## src/rtl/execute_stage_md.sv

```systemverilog
// Execute stage: operand select, single-cycle ALU and a single-entry EX/MEM output slot.
// Define EXEC_MULDIV_EN to build the iterative multiply/divide unit (BUSY/DONE states, busy output).
module execute_stage_md #(
    parameter int WIDTH    = 32,
    parameter int ADDR_LEN = 32
) (
    input  logic                clk,
    input  logic                reset_n,
    input  logic                in_valid,
    output logic                in_ready,
    input  logic [1:0]          opsel1,
    input  logic [1:0]          opsel2,
    input  logic [3:0]          alu_func,
    input  logic [6:0]          funct7,
    input  logic [2:0]          funct3,
    input  logic [WIDTH-1:0]    rs1_data_i,
    input  logic [WIDTH-1:0]    rs2_data_i,
    input  logic [WIDTH-1:0]    imm,
    input  logic [ADDR_LEN-1:0] pc_i,
    input  logic [4:0]          rd_addr_i,
    input  logic                rf_w_en_i,
    input  logic [1:0]          wbsel_i,
    input  logic                mem_w_en_i,
    input  logic                flush,
    output logic                out_valid,
    input  logic                out_ready,
    output logic [ADDR_LEN-1:0] pc_o,
    output logic [WIDTH-1:0]    alu_out,
    output logic [4:0]          rd_addr_o,
    output logic                rf_w_en_o,
    output logic [1:0]          wbsel_o,
    output logic                mem_w_en_o,
    output logic [WIDTH-1:0]    rs2_data_o,
    output logic                busy
);
    logic [WIDTH-1:0]    w_op1, w_op2, w_alu_res;
    logic [4:0]          w_shamt;
    logic                w_is_m, w_slot_free, w_idle, w_accept, w_single_acc, w_m_done;
    logic                r_out_valid, r_rf_w_en, r_mem_w_en;
    logic [ADDR_LEN-1:0] r_pc;
    logic [WIDTH-1:0]    r_alu, r_rs2;
    logic [4:0]          r_rd;
    logic [1:0]          r_wbsel;

    // NOTE: every variable written in an always_comb gets a default first, so no path infers a latch.
    always_comb begin
        w_op1 = '0;
        w_op2 = '0;
        case (opsel1)
            2'b00:   w_op1 = rs1_data_i;
            2'b01:   w_op1 = WIDTH'(pc_i);
            default: w_op1 = '0;
        endcase
        case (opsel2)
            2'b00:   w_op2 = rs2_data_i;
            2'b01:   w_op2 = imm;
            default: w_op2 = '0;
        endcase
    end

    assign w_shamt = w_op2[4:0];

    always_comb begin
        w_alu_res = '0;
        case (alu_func)
            4'd0:    w_alu_res = w_op1 + w_op2;
            4'd1:    w_alu_res = w_op1 - w_op2;
            4'd2:    w_alu_res = w_op1 << w_shamt;
            4'd3:    w_alu_res = {{(WIDTH-1){1'b0}}, $signed(w_op1) < $signed(w_op2)};
            4'd4:    w_alu_res = {{(WIDTH-1){1'b0}}, w_op1 < w_op2};
            4'd5:    w_alu_res = w_op1 ^ w_op2;
            4'd6:    w_alu_res = w_op1 >> w_shamt;
            4'd7:    w_alu_res = $unsigned($signed(w_op1) >>> w_shamt);
            4'd8:    w_alu_res = w_op1 | w_op2;
            4'd9:    w_alu_res = w_op1 & w_op2;
            4'd10:   w_alu_res = w_op2;
            default: w_alu_res = '0;
        endcase
    end

    assign w_is_m      = (alu_func == 4'd15) && (funct7 == 7'b0000001);
    assign w_slot_free = !r_out_valid || out_ready;
    assign in_ready    = w_idle && w_slot_free && !flush;
    assign w_accept    = in_valid && in_ready;

`ifdef EXEC_MULDIV_EN
    localparam int CW = $clog2(WIDTH + 1);
    typedef enum logic [1:0] {S_IDLE = 2'd0, S_BUSY = 2'd1, S_DONE = 2'd2} state_t;
    state_t                r_state, w_state_next;
    logic [CW-1:0]         r_cnt;
    logic [2*WIDTH-1:0]    r_p, w_p_step, w_prod;
    logic [WIDTH-1:0]      r_b, w_abs_a, w_abs_b, w_q, w_r, w_m_res;
    logic [WIDTH:0]        w_sum, w_shift, w_diff;
    logic [2:0]            r_op;
    logic                  r_neg_res, r_neg_rem, w_sa, w_sb;
    logic [ADDR_LEN-1:0]   r_m_pc;
    logic [WIDTH-1:0]      r_m_rs2;
    logic [4:0]            r_m_rd;
    logic [1:0]            r_m_wbsel;
    logic                  r_m_rf_w_en, r_m_mem_w_en;

    always_ff @(posedge clk or negedge reset_n) begin
        if (!reset_n) r_state <= S_IDLE;
        else          r_state <= w_state_next;
    end

    always_comb begin
        w_state_next = r_state;
        if (flush) begin
            w_state_next = S_IDLE;
        end else begin
            case (r_state)
                S_IDLE:  if (w_accept && w_is_m) w_state_next = S_BUSY;
                S_BUSY:  if (r_cnt == '0) w_state_next = w_slot_free ? S_IDLE : S_DONE;
                S_DONE:  if (w_slot_free) w_state_next = S_IDLE;
                default: w_state_next = S_IDLE;
            endcase
        end
    end

    assign w_idle       = (r_state == S_IDLE);
    assign busy         = (r_state == S_BUSY) && (r_cnt != '0);
    assign w_single_acc = w_accept && !w_is_m;
    assign w_m_done     = !flush && w_slot_free &&
                          (((r_state == S_BUSY) && (r_cnt == '0)) || (r_state == S_DONE));

    // Both units run on magnitudes; signs are reapplied when the result is read out.
    assign w_sa    = (funct3 == 3'd1 || funct3 == 3'd2 || funct3 == 3'd4 || funct3 == 3'd6) && w_op1[WIDTH-1];
    assign w_sb    = (funct3 == 3'd1 || funct3 == 3'd4 || funct3 == 3'd6) && w_op2[WIDTH-1];
    assign w_abs_a = w_sa ? -w_op1 : w_op1;
    assign w_abs_b = w_sb ? -w_op2 : w_op2;

    assign w_sum   = {1'b0, r_p[2*WIDTH-1:WIDTH]} + (r_p[0] ? {1'b0, r_b} : '0);
    assign w_shift = {r_p[2*WIDTH-1:WIDTH], r_p[WIDTH-1]};
    assign w_diff  = w_shift - {1'b0, r_b};
    assign w_p_step = r_op[2] ? {(w_diff[WIDTH] ? w_shift[WIDTH-1:0] : w_diff[WIDTH-1:0]),
                                 r_p[WIDTH-2:0], ~w_diff[WIDTH]}
                              : {w_sum, r_p[WIDTH-1:1]};

    assign w_prod = r_neg_res ? -r_p : r_p;
    assign w_q    = r_p[WIDTH-1:0];
    assign w_r    = r_p[2*WIDTH-1:WIDTH];

    always_comb begin
        w_m_res = '0;
        case (r_op)
            3'd0:       w_m_res = w_prod[WIDTH-1:0];
            3'd1, 3'd2, 3'd3: w_m_res = w_prod[2*WIDTH-1:WIDTH];
            3'd4, 3'd5: w_m_res = r_neg_res ? -w_q : w_q;
            default:    w_m_res = r_neg_rem ? -w_r : w_r;
        endcase
    end

    // NOTE: sequential state is assigned with <= so every register samples pre-edge values.
    always_ff @(posedge clk or negedge reset_n) begin
        if (!reset_n) begin
            r_p <= '0;  r_b <= '0;  r_cnt <= '0;  r_op <= '0;
            r_neg_res <= 1'b0;  r_neg_rem <= 1'b0;
            r_m_pc <= '0;  r_m_rs2 <= '0;  r_m_rd <= '0;  r_m_wbsel <= '0;
            r_m_rf_w_en <= 1'b0;  r_m_mem_w_en <= 1'b0;
        end else if (w_accept && w_is_m) begin
            r_p          <= {{WIDTH{1'b0}}, w_abs_a};
            r_b          <= w_abs_b;
            r_cnt        <= CW'(WIDTH);
            r_op         <= funct3;
            // A zero divisor yields an all-ones quotient, which must not be negated.
            r_neg_res    <= (w_sa ^ w_sb) && !(funct3[2] && (w_op2 == '0));
            r_neg_rem    <= w_sa;
            r_m_pc       <= pc_i;
            r_m_rs2      <= rs2_data_i;
            r_m_rd       <= rd_addr_i;
            r_m_wbsel    <= wbsel_i;
            r_m_rf_w_en  <= rf_w_en_i;
            r_m_mem_w_en <= mem_w_en_i;
        end else if (!flush && (r_state == S_BUSY) && (r_cnt != '0)) begin
            r_p   <= w_p_step;
            r_cnt <= r_cnt - 1'b1;
        end
    end
`else
    assign w_idle       = 1'b1;
    assign busy         = 1'b0;
    assign w_single_acc = w_accept;
    assign w_m_done     = 1'b0;
`endif

    always_ff @(posedge clk or negedge reset_n) begin
        if (!reset_n) begin
            r_out_valid <= 1'b0;  r_pc <= '0;  r_alu <= '0;  r_rs2 <= '0;
            r_rd <= '0;  r_wbsel <= '0;  r_rf_w_en <= 1'b0;  r_mem_w_en <= 1'b0;
        end else if (flush) begin
            r_out_valid <= 1'b0;
        end else if (w_single_acc) begin
            r_out_valid <= 1'b1;
            r_pc        <= pc_i;
            r_alu       <= w_alu_res;
            r_rs2       <= rs2_data_i;
            r_rd        <= rd_addr_i;
            r_wbsel     <= wbsel_i;
            r_rf_w_en   <= rf_w_en_i && !w_is_m;
            r_mem_w_en  <= mem_w_en_i;
`ifdef EXEC_MULDIV_EN
        end else if (w_m_done) begin
            r_out_valid <= 1'b1;
            r_pc        <= r_m_pc;
            r_alu       <= w_m_res;
            r_rs2       <= r_m_rs2;
            r_rd        <= r_m_rd;
            r_wbsel     <= r_m_wbsel;
            r_rf_w_en   <= r_m_rf_w_en;
            r_mem_w_en  <= r_m_mem_w_en;
`endif
        end else if (out_ready) begin
            r_out_valid <= 1'b0;
        end
    end

    assign out_valid  = r_out_valid;
    assign pc_o       = r_pc;
    assign alu_out    = r_alu;
    assign rs2_data_o = r_rs2;
    assign rd_addr_o  = r_rd;
    assign wbsel_o    = r_wbsel;
    assign rf_w_en_o  = r_rf_w_en && r_out_valid;
    assign mem_w_en_o = r_mem_w_en && r_out_valid;
endmodule
```

## config.mk

```make
export PLATFORM = sky130hd
export DESIGN_NAME = execute_stage_md
export DESIGN_NICKNAME = d
export VERILOG_FILES = /design/src/rtl/execute_stage_md.sv
export SDC_FILE = /design/constraint.sdc
export NUM_CORES = 1
export LEC_CHECK = 0
export CAP_MARGIN = 0
export CELL_PAD_IN_SITES_DETAIL_PLACEMENT = 0
export CELL_PAD_IN_SITES_GLOBAL_PLACEMENT = 1
export CORE_MARGIN = 2
export CORE_UTILIZATION = 40
export DETAILED_ROUTE_END_ITERATION = 7
export GPL_TIMING_DRIVEN = 0
export PLACE_DENSITY_LB_ADDON = 0.1
export SLEW_MARGIN = 5
export SYNTH_ARGS = -nofsm -noshare
export SYNTH_HDL_FRONTEND = slang
export SYNTH_SLANG_ARGS = --single-unit
```

## constraint.sdc

```tcl
create_clock -name clk -period 2.4 [get_ports clk]
set_input_delay 0.36 -clock clk [delete_from_list [all_inputs] [get_ports clk]]
set_output_delay 0.36 -clock clk [all_outputs]
set_load 0.05 [all_outputs]
```

**Word-level counts from Yosys, hierarchy flattened**

Index checks and enable logic that the tools add are counted.

- Flip-flop bits (word level): 106
- Logic and storage cells: 54

- $add $sub $neg: 2
- Magnitude comparators: 2
- Equality and inequality tests: 14
- Shift operators: 3
- Mux-type cells: 6
- Bitwise operators: 4
- Reduce and logical (&&, ||, !) cells: 15

Operator list:

| operator | count |
|---|---|
| $pmux 32 s11 | 1 |
| $pmux 32 s2 | 2 |
| $lt 32x32->1 | 2 |
| $add 32x32->32 | 1 |
| $and 32x32->32 | 1 |
| $or 32x32->32 | 1 |
| $shl 32x5->32 | 1 |
| $shr 32x5->32 | 1 |
| $sshr 32x5->32 | 1 |
| $sub 32x32->32 | 1 |
| $xor 32x32->32 | 1 |
| $eq 4x3->1 const B | 4 |
| $eq 4x4->1 const B | 4 |
| $eq 4x2->1 const B | 2 |
| $eq 7x1->1 const B | 1 |
| $logic_and 1x1->1 | 6 |
| $eq 2x1->1 const B | 2 |
| $eq 4x1->1 const B | 1 |
| $logic_not 2->1 | 2 |
| $logic_not 4->1 | 1 |
| $logic_not 1->1 | 3 |
| $mux 1 | 3 |
| $reduce_bool 3->1 | 1 |
| $reduce_and 2->1 | 1 |
| other kinds (2) | 2 |

**Longest topological paths before layout**

- Word-level depth: 6
- Depth in mapped cells: 17
- Depth with buffers taken out: 14

**Least setup slack after synthesis**

OpenSTA, ideal clock, no wires.

- Path type: input to register
- Start point: in opsel2[0]
- End point: reg r_alu[27] (netlist: alu_out[27])
- Setup time: 0.126 ns
- Arrival: 4.255 ns
- Required time: 2.274 ns
- Setup slack: -1.981 ns
- Stages on the path: 16
- Path through: buf_6 -> buf_1 -> clkbuf_1 -> mux2i_1 -> or2_2 -> ha_1 -> clkbuf_1 -> nor3_1 -> nand2_1 -> a211oi_1 -> o311ai_1 -> a21oi_1 -> a2bb2oi_2 -> a31oi_1 -> a221o_1 -> a221o_1

- Word-level cells in the longest chain between the ends: 4
- Elaborated cells on any way between the ends: 12
- Those cells by class: 2 x add/sub; 1 x eq/ne; 3 x shift; 2 x mux; 3 x bitwise; 1 x reduce/logical

RTL lines:

| item | line | RTL |
|---|---|---|
| start, declared | 12 | `input logic [1:0] opsel2,` |
| $eq 2x1->1 or $logic_not 2->1 (tied branches) | 54 | `case (opsel2)` |
| $pmux 32 s2 (*) | 54 |  |
| $sub 32x32->32, or another cell as far along | 67 | `4'd1: w_alu_res = w_op1 - w_op2;` |
| $pmux 32 s11 (*) | 65 | `case (alu_func)` |
| end signal, assigned | 196 | `r_alu <= w_alu_res;` |
| end, declared | 41 | `logic [WIDTH-1:0] r_alu, r_rs2;` |

Every way passes the cells marked *; elsewhere a longest branch is shown, timed or not.
A chain may end at the register's enable or synchronous reset.

**Worst setup path in the final report**

- Start point: in pc_i[4]
- End point: reg r_alu[28] (netlist: alu_out[28])

- Word-level cells in the longest chain between the ends: 3
- Elaborated cells on any way between the ends: 7
- Those cells by class: 2 x add/sub; 3 x shift; 2 x mux

RTL lines:

| item | line | RTL |
|---|---|---|
| start, declared | 19 | `input logic [ADDR_LEN-1:0] pc_i,` |
| $pmux 32 s2 (*) | 49 | `case (opsel1)` |
| $sub 32x32->32, or another cell as far along | 67 |  |
| $pmux 32 s11 (*) | 65 |  |

Marked as above.

==> flow_metrics.env <==
export IMPL_run_status="finished with violations"
export IMPL_failed_checks="negative setup slack"
export IMPL_drtIter0Drc=2922
export IMPL_flip_flop_and_latch_count_after_synthesis=106
export IMPL_ioPinCount=268
export IMPL_setup_repair_after_global_routing_missed_its_margin="true"
export IMPL_power_density_nw_per_um2=495
export IMPL_cts_inserted_buffers=9
export IMPL_post_synth_top_count_cell="sky130_fd_sc_hd__nor2_1"
export IMPL_crit_type="primary input to flip-flop"
export IMPL_via_per_inst=6.86
export IMPL_initial_core_util_pct=40.7
export IMPL_warnings_from_yosys=0
export IMPL_aggregate_routed_wire_length_um=87300
export IMPL_overflow=0
export IMPL_worst_slack_ns=-1.25
export IMPL_cp_data_arrival_time_ns=3.94
export IMPL_critical_path_startpoint_type="primary input"
export IMPL_drv_slew=0
export IMPL_post_synthesis_instance_total=1778
export IMPL_synth_edf_count=0
export IMPL_asyncSetResetFlopFracSynth_pct=100
export IMPL_design_final_nets=2431
export IMPL_grtUsageTotal_pct=45.7
export IMPL_clock_tree_from_tritoncts="built"
export IMPL_sequential_area_share_after_synthesis_pct=18.8
export IMPL_gp_congestion=1.09
export IMPL_fin_util_pct=61.9
export IMPL_setup_total_neg_slack_ns=-25.21
export IMPL_crit_path_top_delay_cell="sky130_fd_sc_hd__a2111oi_4"
export IMPL_worstHoldStart="rs2_data_i[2]"
export IMPL_finalSetupViolations=33
export IMPL_routedWlPerCell_um=33.1
export IMPL_hold_depth=2
export IMPL_ant_nets=0
export IMPL_reg2reg_from="out_valid"
export IMPL_final_layout_size_suffix_gt1_share_pct=30.9
export IMPL_ys_flop_type="sky130_fd_sc_hd__dfrtp_1"
export IMPL_hold_path_end="rs2_data_o[2]"
export IMPL_firstDrtPassIters=6
export IMPL_timing_final_hold_violations=0
export IMPL_via_count=18059
export IMPL_clock_latency_late_sink_ns=0.42
export IMPL_area_growth_pct=52.3
export IMPL_worst_pin_slew_ns=1.26
export IMPL_layout_cells_non_filler=2634
export IMPL_vdd_drop_max_mv=0.408
export IMPL_crit_path_max_fanout=7
export IMPL_synth_nets=2037
export IMPL_synth_top_area_cell="sky130_fd_sc_hd__dfrtp_1"
export IMPL_worst_hold_path_type="primary input to flip-flop"
export IMPL_numPlacedInstances=2494
export IMPL_placement_io_buffers=259
export IMPL_post_synth_most_frequent_cells="179 x sky130_fd_sc_hd__nor2_1, 167 x sky130_fd_sc_hd__mux2i_1, 139 x sky130_fd_sc_hd__nand2_1, 134 x sky130_fd_sc_hd__a21oi_1, 106 x sky130_fd_sc_hd__dfrtp_1"
export IMPL_finClkSkew_ns=0.00754
export IMPL_slew_headroom_pct=15.4
export IMPL_clk_pin_slew_worst_paths_ns=0.08
export IMPL_clock_sink_count=106
export IMPL_vias_in_the_first_global_route=17078
export IMPL_synth_cell_type_count=89
export IMPL_die_height_um=192
export IMPL_grt_start_max_net_pins=55
export IMPL_place_detailed_hpwl_um=62200
export IMPL_reg2reg_to="alu_out[31]"
export IMPL_final_period_minus_worst_setup_slack_ns=3.65
export IMPL_worst_r2r_setup_slack_ns=-0.47
export IMPL_synth_area_um2=14100
export IMPL_crit_required_ns=2.69
export IMPL_max_clock_path_buffers=2
export IMPL_grt_pass1_wl_um=120000
export IMPL_core_area_um2=34600
export IMPL_die_area_um2=36700
export IMPL_fp_row_count=68
export IMPL_drc=0
export IMPL_avgSynthCellArea_um2=7.92
export IMPL_synth_top_cells_by_area="sky130_fd_sc_hd__dfrtp_1 19%, sky130_fd_sc_hd__mux2i_1 12%, sky130_fd_sc_hd__ha_1 8.6%, sky130_fd_sc_hd__mux2_2 7.7%, sky130_fd_sc_hd__nor2_1 4.8%"
export IMPL_critical_path_most_common_cell="sky130_fd_sc_hd__a2111oi_4"
export IMPL_die_width_um=192
export IMPL_max_cap_violations=0
export IMPL_cpPeakStageDelay_ns=0.51
export IMPL_cts_max_level=3
export IMPL_cts_root_buffer="sky130_fd_sc_hd__clkbuf_16"
export IMPL_grt_antenna_before_repair=4
export IMPL_yosysTopAreaCellShare_pct=18.8
export IMPL_achievable_frequency_mhz=274
export IMPL_path_cells="clkdlybuf4s50_1, mux2i_1, nor2_4, ha_4, inv_4, a2111oi_4, buf_4, a211oi_4, o21ai_4, a2111oi_4, nor2_2, o41ai_4, nor4_2, or3_1"
export IMPL_fin_crit_sh_pct=152
export IMPL_cellLeakagePower_nw=8.69
export IMPL_critPathCaptureType="flip-flop"
export IMPL_reg2regPathDepth=8
[state kept, by name, summed over array words and instances (netlist names)]
register,count
wbsel_o,2
out_valid,1
r_mem_w_en,1
r_rf_w_en,1
rd_addr_o,5
alu_out,32
rs2_data_o,32
pc_o,32
[through the flow]
stage	power [W]	worst slack (ns)	hold WS, ns	area (µm²)
CTS	0.0101	-1.10	0.216	20300
global placement	0.00752	-3.47	0.470	17800
finish	0.0106	-1.25	0.239	21400
floorplan	0.00559	-1.22	0.0644	14600
detailed placement	0.00758	-3.04	0.354	17800
global route	0.0109	-1.28	0.248	21400
[cell families after synthesis]
group	count (synthesis)	synth area share [%]
DFF	106	18.8
muxes	276	21.6
and+or+nand+nor	493	15.9
AOI/OAI and AO/OA	560	26.9
other	1	0.0266
xor gates and xnor gates	19	1.18
buffers and inverters	224	6.57
adders and majority gates	99	8.90
[area by class of cell]
class                      instances  area (µm²)
timing repair buffer             395        3750
clock buffer                       9         225
inverter                          91         352
tap                              455         569
antenna                            3        7.51
sequential                       106        2650
clock inverter                     6        97.6
fill                            2902       13200
buffer                           121        1330
multi-input combinational       1448       12500
[per-layer routing]
layer / share of wire (%) / GRT usage, %
met2: 42 / 66.0
met1: 38 / 58.3
met4: 7.5 / 30.9
met5: 0.011 / 0
met3: 12 / 13.8
[power breakdown]
group,total [W],switching [W],internal [W]
Sequential,0.00224,0.000177,0.00206
Clock,0.00185,0.000916,0.000929
Combinational,0.00652,0.00404,0.00248
[worst max-delay path by stage]
stage / start / to / slack [ns]
after global placement: reset_n / pc_o[2] / -3.47
final: pc_i[4] / alu_out[28] / -1.25
after detailed placement: alu_func[2] / alu_out[23] / -3.04
after global routing: pc_i[4] / alu_out[28] / -1.28
after floorplan: opsel2[0] / alu_out[28] / -1.22
after CTS: opsel2[0] / alu_out[27] / -1.10
[cell usage in the layout (no fill, tap or decap), drive strengths merged, types with 16 or more instances in the layout]
cell type / n
dfrtp: 106
nor2: 181
nor3: 39
a31oi: 34
a221oi: 31
a21o: 17
nand3: 28
inv: 92
nand2: 139
mux2: 96
clkbuf: 76
o21bai: 16
o31ai: 16
buf: 193
a21oi: 135
mux2i: 168
ha: 97
a211oi: 32
o22ai: 39
o21ai: 93
clkdlybuf4s50: 240
o221ai: 23
[timing repair]
| action | in CTS | in global routing |
|---|---|---|
| resized for setup | 428 | 163 |
| pin swaps | 83 | 71 |
| setup endpoints to repair | 105 | 71 |
| buffers inserted | 83 | 49 |
| hold buffers | 1 | 0 |
| cloned | 0 | 2 |
| hold endpoints to repair | 52 | 0 |
[critical path, delay by kind of cell]
kind / cells / cell delay [ns]
adder cells (fa/ha/maj): 1 / 0.32
AND/OR/NAND/NOR: 4 / 0.98
AO/OA/AOI/OAI: 5 / 1.42
buffers and inverters: 3 / 0.73
multiplexers: 1 / 0.12
Note: power is estimated with default switching activity, not from simulation.
